--- config.mk ---
export PLATFORM = sky130hd
export DESIGN_NAME = ex_forwarding_unit
export DESIGN_NICKNAME = d
export VERILOG_FILES = /design/src/rtl/ex_forwarding_unit.sv
export SDC_FILE = /design/constraint.sdc
export NUM_CORES = 1
export LEC_CHECK = 0
export ABC_AREA = 1
export BUFFER_PORTS_ARGS = -buffer_cell sky130_fd_sc_hd__buf_4
export CAP_MARGIN = 0
export CORE_MARGIN = 2
export CORE_UTILIZATION = 40
export DETAILED_ROUTE_END_ITERATION = 16
export GPL_TIMING_DRIVEN = 0
export PLACE_DENSITY = 0.87
export SLEW_MARGIN = 20
export SYNTH_ARGS = -nofsm -noshare
export SYNTH_HDL_FRONTEND = slang
export SYNTH_SLANG_ARGS = --single-unit
--- constraint.sdc ---
create_clock -name vclk -period 1.1
set_input_delay 0.165 -clock vclk [all_inputs]
set_output_delay 0.165 -clock vclk [all_outputs]
set_load 0.005 [all_outputs]
--- src/rtl/ex_forwarding_unit.sv ---
// ex_forwarding_unit: EX-stage ALU operand forwarding selects (00 regfile, 10 EX/M, 01 M/WB).
// Optional forwarding-event counters are built when FWD_STATS_EN is defined.
module ex_forwarding_unit #(
    parameter int NB_REG = 5,
    parameter int NB_CNT = 16
) (
    input  logic              i_clk,
    input  logic              i_rst,
    input  logic [NB_REG-1:0] i_rs_from_ID,
    input  logic [NB_REG-1:0] i_rt_from_ID,
    input  logic [NB_REG-1:0] i_rd_from_M,
    input  logic [NB_REG-1:0] i_rd_from_WB,
    input  logic              i_RegWrite_from_M,
    input  logic              i_RegWrite_from_WB,
    output logic [1:0]        o_forwardA,
    output logic [1:0]        o_forwardB,
    output logic [NB_CNT-1:0] o_fwd_m_count,
    output logic [NB_CNT-1:0] o_fwd_wb_count
);
    logic m_live, wb_live;
    logic m_a, m_b, wb_a, wb_b;

    // $0 is hard-wired zero, so a write to it is never a real producer
    assign m_live  = i_RegWrite_from_M  && |i_rd_from_M;
    assign wb_live = i_RegWrite_from_WB && |i_rd_from_WB;
    assign m_a  = m_live  && i_rd_from_M  == i_rs_from_ID;
    assign m_b  = m_live  && i_rd_from_M  == i_rt_from_ID;
    assign wb_a = wb_live && i_rd_from_WB == i_rs_from_ID;
    assign wb_b = wb_live && i_rd_from_WB == i_rt_from_ID;

    assign o_forwardA = i_rst ? 2'b00 : m_a ? 2'b10 : wb_a ? 2'b01 : 2'b00;
    assign o_forwardB = i_rst ? 2'b00 : m_b ? 2'b10 : wb_b ? 2'b01 : 2'b00;

`ifdef FWD_STATS_EN
    logic [NB_CNT-1:0] m_cnt_q, m_cnt_d, wb_cnt_q, wb_cnt_d;
    logic              m_hit, wb_hit;

    assign m_hit  = o_forwardA == 2'b10 || o_forwardB == 2'b10;
    assign wb_hit = o_forwardA == 2'b01 || o_forwardB == 2'b01;

    always_comb begin
        m_cnt_d  = m_cnt_q  + NB_CNT'(m_hit  && !(&m_cnt_q));
        wb_cnt_d = wb_cnt_q + NB_CNT'(wb_hit && !(&wb_cnt_q));
    end

    always_ff @(posedge i_clk or posedge i_rst) begin
        if (i_rst) begin
            m_cnt_q  <= '0;
            wb_cnt_q <= '0;
        end else begin
            m_cnt_q  <= m_cnt_d;
            wb_cnt_q <= wb_cnt_d;
        end
    end

    assign o_fwd_m_count  = m_cnt_q;
    assign o_fwd_wb_count = wb_cnt_q;
`else
    logic unused_clk;

    assign unused_clk     = i_clk;
    assign o_fwd_m_count  = '0;
    assign o_fwd_wb_count = '0;
`endif
endmodule

Yosys cells after proc, flatten, opt, wreduce, memory -nomap -nowiden. Index checks and enable logic that the tools add are counted.

Flip-flop bits (word level): 0. Output and inout port bits: 36. Word-level logic and storage cells: 18.

Eq/ne operators: 4. Mux-type cells: 6. Reductions and logical operators: 8.

Operators with widths (count): $eq 5x5->1 (4); $reduce_or 5->1 (2); $mux 2 (4); $logic_and 1x1->1 (6); $mux 1 (2).

Longest topological paths before layout.
Depth in word-level cells: 6. Gate-level depth with buffers: 7. Gate-level depth less buffers: 7.

Least setup slack after synthesis. OpenSTA, ideal clock, no wires.

Path type: in2out. Start: input i_rd_from_WB[1]. End: output o_forwardB[0]. Arrival time: 0.637 ns. Data required time: 0.935 ns. Setup slack: 0.298 ns. Cell stages on the path: 5. Path through: inv_1 -> nor2_1 -> nor3_1 -> nand3_1 -> nor2_1.

Word-level cells in the longest chain between the ends: 6. Elaborated cells on any way between the ends: 7. Those cells by class: eq/ne: 1; mux: 3; reduce/logical: 3.

Ends and longest elaborated chain: start: declaration (line 12) `input logic [NB_REG-1:0] i_rd_from_WB,`; $reduce_or 5->1 (line 25) `assign wb_live = i_RegWrite_from_WB && |i_rd_from_WB;`; $logic_and 1x1->1 (line 25); $logic_and 1x1->1 * (line 29) `assign wb_b = wb_live && i_rd_from_WB == i_rt_from_ID;`; $mux 1 * (line 32) `assign o_forwardB = i_rst ? 2'b00 : m_b ? 2'b10 : wb_b ? 2'b01 : 2'b00;`; $mux 2 * (2 in series) (line 32); end: declaration (line 16) `output logic [1:0] o_forwardB,`.

Every way passes the cells marked *; elsewhere a longest branch is shown, timed or not.

Worst setup path in the final report.
Start: input i_rs_from_ID[4]. End: output o_forwardA[0].

Word-level cells in the longest chain between the ends: 5. Elaborated cells on any way between the ends: 7. Those cells by class: eq/ne: 2; mux: 3; reduce/logical: 2.

Ends and longest elaborated chain: start: declaration (line 9) `input logic [NB_REG-1:0] i_rs_from_ID,`; $eq 5x5->1 (line 28) `assign wb_a = wb_live && i_rd_from_WB == i_rs_from_ID;`; $logic_and 1x1->1 (line 28); $mux 1 (line 31) `assign o_forwardA = i_rst ? 2'b00 : m_a ? 2'b10 : wb_a ? 2'b01 : 2'b00;`; $mux 2 * (2 in series) (line 31); end: declaration (line 15) `output logic [1:0] o_forwardA,`.

Marked as above.

==> out/summary.txt <==
Synth Area in XOR/XNOR: 4.13%
Most common cell in the netlist: nand2_1
WL met1: 582 um
Final max-slew violation count: 0
Area Overhead vs Synth: 62.1%
Post-CTS Setup Inserts: 0
Critical Path Fanout Max: 2
Syn avg cell area: 4.98 um^2
Final Cycle Share: 103%
Distinct cells, synth: 12
Final worst setup slack: -0.0306 ns
Total Routed Length: 1620 um
First-pass GRT wire length: 2500 um
Mapped Area: 637 um^2
WHS Path Cells: 3
Tot GR Track Use: 16.0%
WHS: 0.607 ns
Hold Path Sink: o_forwardA[1]
CP endpoint kind: output port
RSZ-0062 raised after global routing: yes
Worst EP required: 0.94 ns
Starting DRT DRC Count: 12
Final setup viols: 2
Clock buf count: 0
Outcome: finished with violations
DR vias: 799
IO Port Bufs: 27
CP cell instances: buf_4 > xnor2_1 > nand3_2 > nor2_2 > nor2_2 > buf_4
Area leader, netlist: buf_4
Area contributors post-synth: buf_4, nand2_1, inv_1
Vias in the first global route: 692
Antenna Cells: 0
Pre-antenna DRT Iters: 4
Fillers: 135
Hold Crit Class: input port to output port
Routed wl met2: 863 um
GP Congestion: 0.900
DRC: 0
Post-placement cell area: 976 um^2
Std-Cell Rows: 14
# IOs: 60
Top layer in use: met4
Combinational family with the most area after synthesis: buffers and inverters
Post-CTS Hold Fix Bufs: 0
Failing checks: negative setup slack
WL/cell: 8.04 um
Share of post-route cells with drive strength above 1: 40.3%
Fmax: 0.885 GHz
Worst VDD drop: 150 uV
Core area: 1510 um^2
Post-DR vias/cell: 3.96
Grt total ovfl: 0
Metal3 WL: 162 um
DIE AREA: 1930 um^2
Final Hold Vio Count: 0
Maxcap violations: 0
Synth Area in Adders: 0%
Slowest stage delay, CP: 0.23 ns
Initial Util: 42.3%
Synth warn: 0
Mux cell area share after synthesis: 0%
Finished Cell Area: 1030 um^2
CP startpoint kind: input port
Largest net degree at the start of global routing: 6
Slowest-stage cell, CP: xnor2_1
PD cells: 328 nW/um^2
Die Y: 43.9 um
Final total power: 338 uW
Post-synthesis simple-gate area fraction: 43.6%
Place WS: -0.0340 ns
Static Leakage: 0.000688 uW
Hold path startpoint: i_rst
Initial antenna violation count: 0
Non-filler cells, final: 202
Post-route ant nets: 0
Top cells by count, synth: nand2_1, buf_4, inv_1
Post-synth top area share: 37.7%
Detailed Place HPWL: 1390 um
Final nets: 212
Sequential area share after synthesis: 0%
Register area: 0 um^2
Crit Path Class: input port to output port
Compound-gate portion of the synthesized area: 2.75%
Minimum clock period: 1.13 ns
Sequential cell count: 0
Inst Count DP: 202
Mapped Cells: 128
Die Wd: 43.9 um
CP arrival: 0.97 ns
-- placed cells by master, fill, tap and decap left out --
cell type  netlist  layout
buf_4           32      54
nor2_2           0       4
a21oi_1          2       2
buf_8            0       2
buf_6            0       3
inv_1           17      11
inv_2            2       7
nor2_1          16      12
nand2_2          0       1
o211ai_1         1       1
inv_4            0       1
xnor2_1          3       3
nor3_2           0       2
nand3_2          0       1
nand2_1         44      43
nand4_1          2       2
nor3_1           3       1
conb_1           1      32
nand3_1          5       4
-- logic make-up (layout without fill, tap and decap cells) --
| logic type | after synthesis | in the layout |
|---|---|---|
| xor+xnor | 3 | 3 |
| buf+inv | 51 | 78 |
| compound gates | 3 | 3 |
| simple gates | 70 | 70 |
| other cells | 1 | 32 |
-- what timing repair did --
item                                    4_1_cts  5_1_grt
resized for setup                             2       20
pin swaps                                     2       18
endpoints found under the setup margin        2        4
-- per-stage QoR --
stage | TNS [ns] | utilization (%)
floorplan | 0 | -
global route | -0.204 | 68.5
CTS | -0.00590 | 65.4
finish | -0.0465 | 68.5
detailed placement | -0.0405 | 64.8
global placement | 0 | 64.8
-- how the worst max path moves through the flow --
stage	start	endpoint	cells after the start
floorplan	i_rd_from_WB[1]	o_forwardB[0]	5
global placement	i_rd_from_M[0]	o_forwardA[1]	8
detailed placement	i_rs_from_ID[3]	o_forwardA[1]	8
CTS	i_rs_from_ID[3]	o_forwardA[0]	9
global route	i_rd_from_M[0]	o_forwardA[0]	9
finish	i_rs_from_ID[4]	o_forwardA[0]	6
-- routing by layer --
metal	vias to the layer above	track usage, %
li1	435	-
met1	321	17.8
met2	41	33.5
met3	2	0.417
met4	0	1.82
met5	-	0
-- critical path, delay by kind of cell --
kind                      cells  cell delay [ns]
and+or+nand+nor               3             0.32
xor gates and xnor gates      1             0.23
buffers and inverters         2             0.25
-- final cells by class --
| cell class | instances | area [um^2] | share of cell area [%] |
|---|---|---|---|
| Tap cell | 16 | 20.0 | 1.94 |
| Multi-Input combinational cell | 108 | 469 | 45.5 |
| Timing Repair Buffer | 27 | 229 | 22.2 |
| Inverter | 19 | 73.8 | 7.15 |
| Buffer | 32 | 240 | 23.3 |
-- where the power goes --
group          total, uW  switching, uW  internal (uW)
combinational        338            154            185
sequential             0              0              0
clock                  0              0              0
Note: power is estimated with default switching activity, not from simulation.
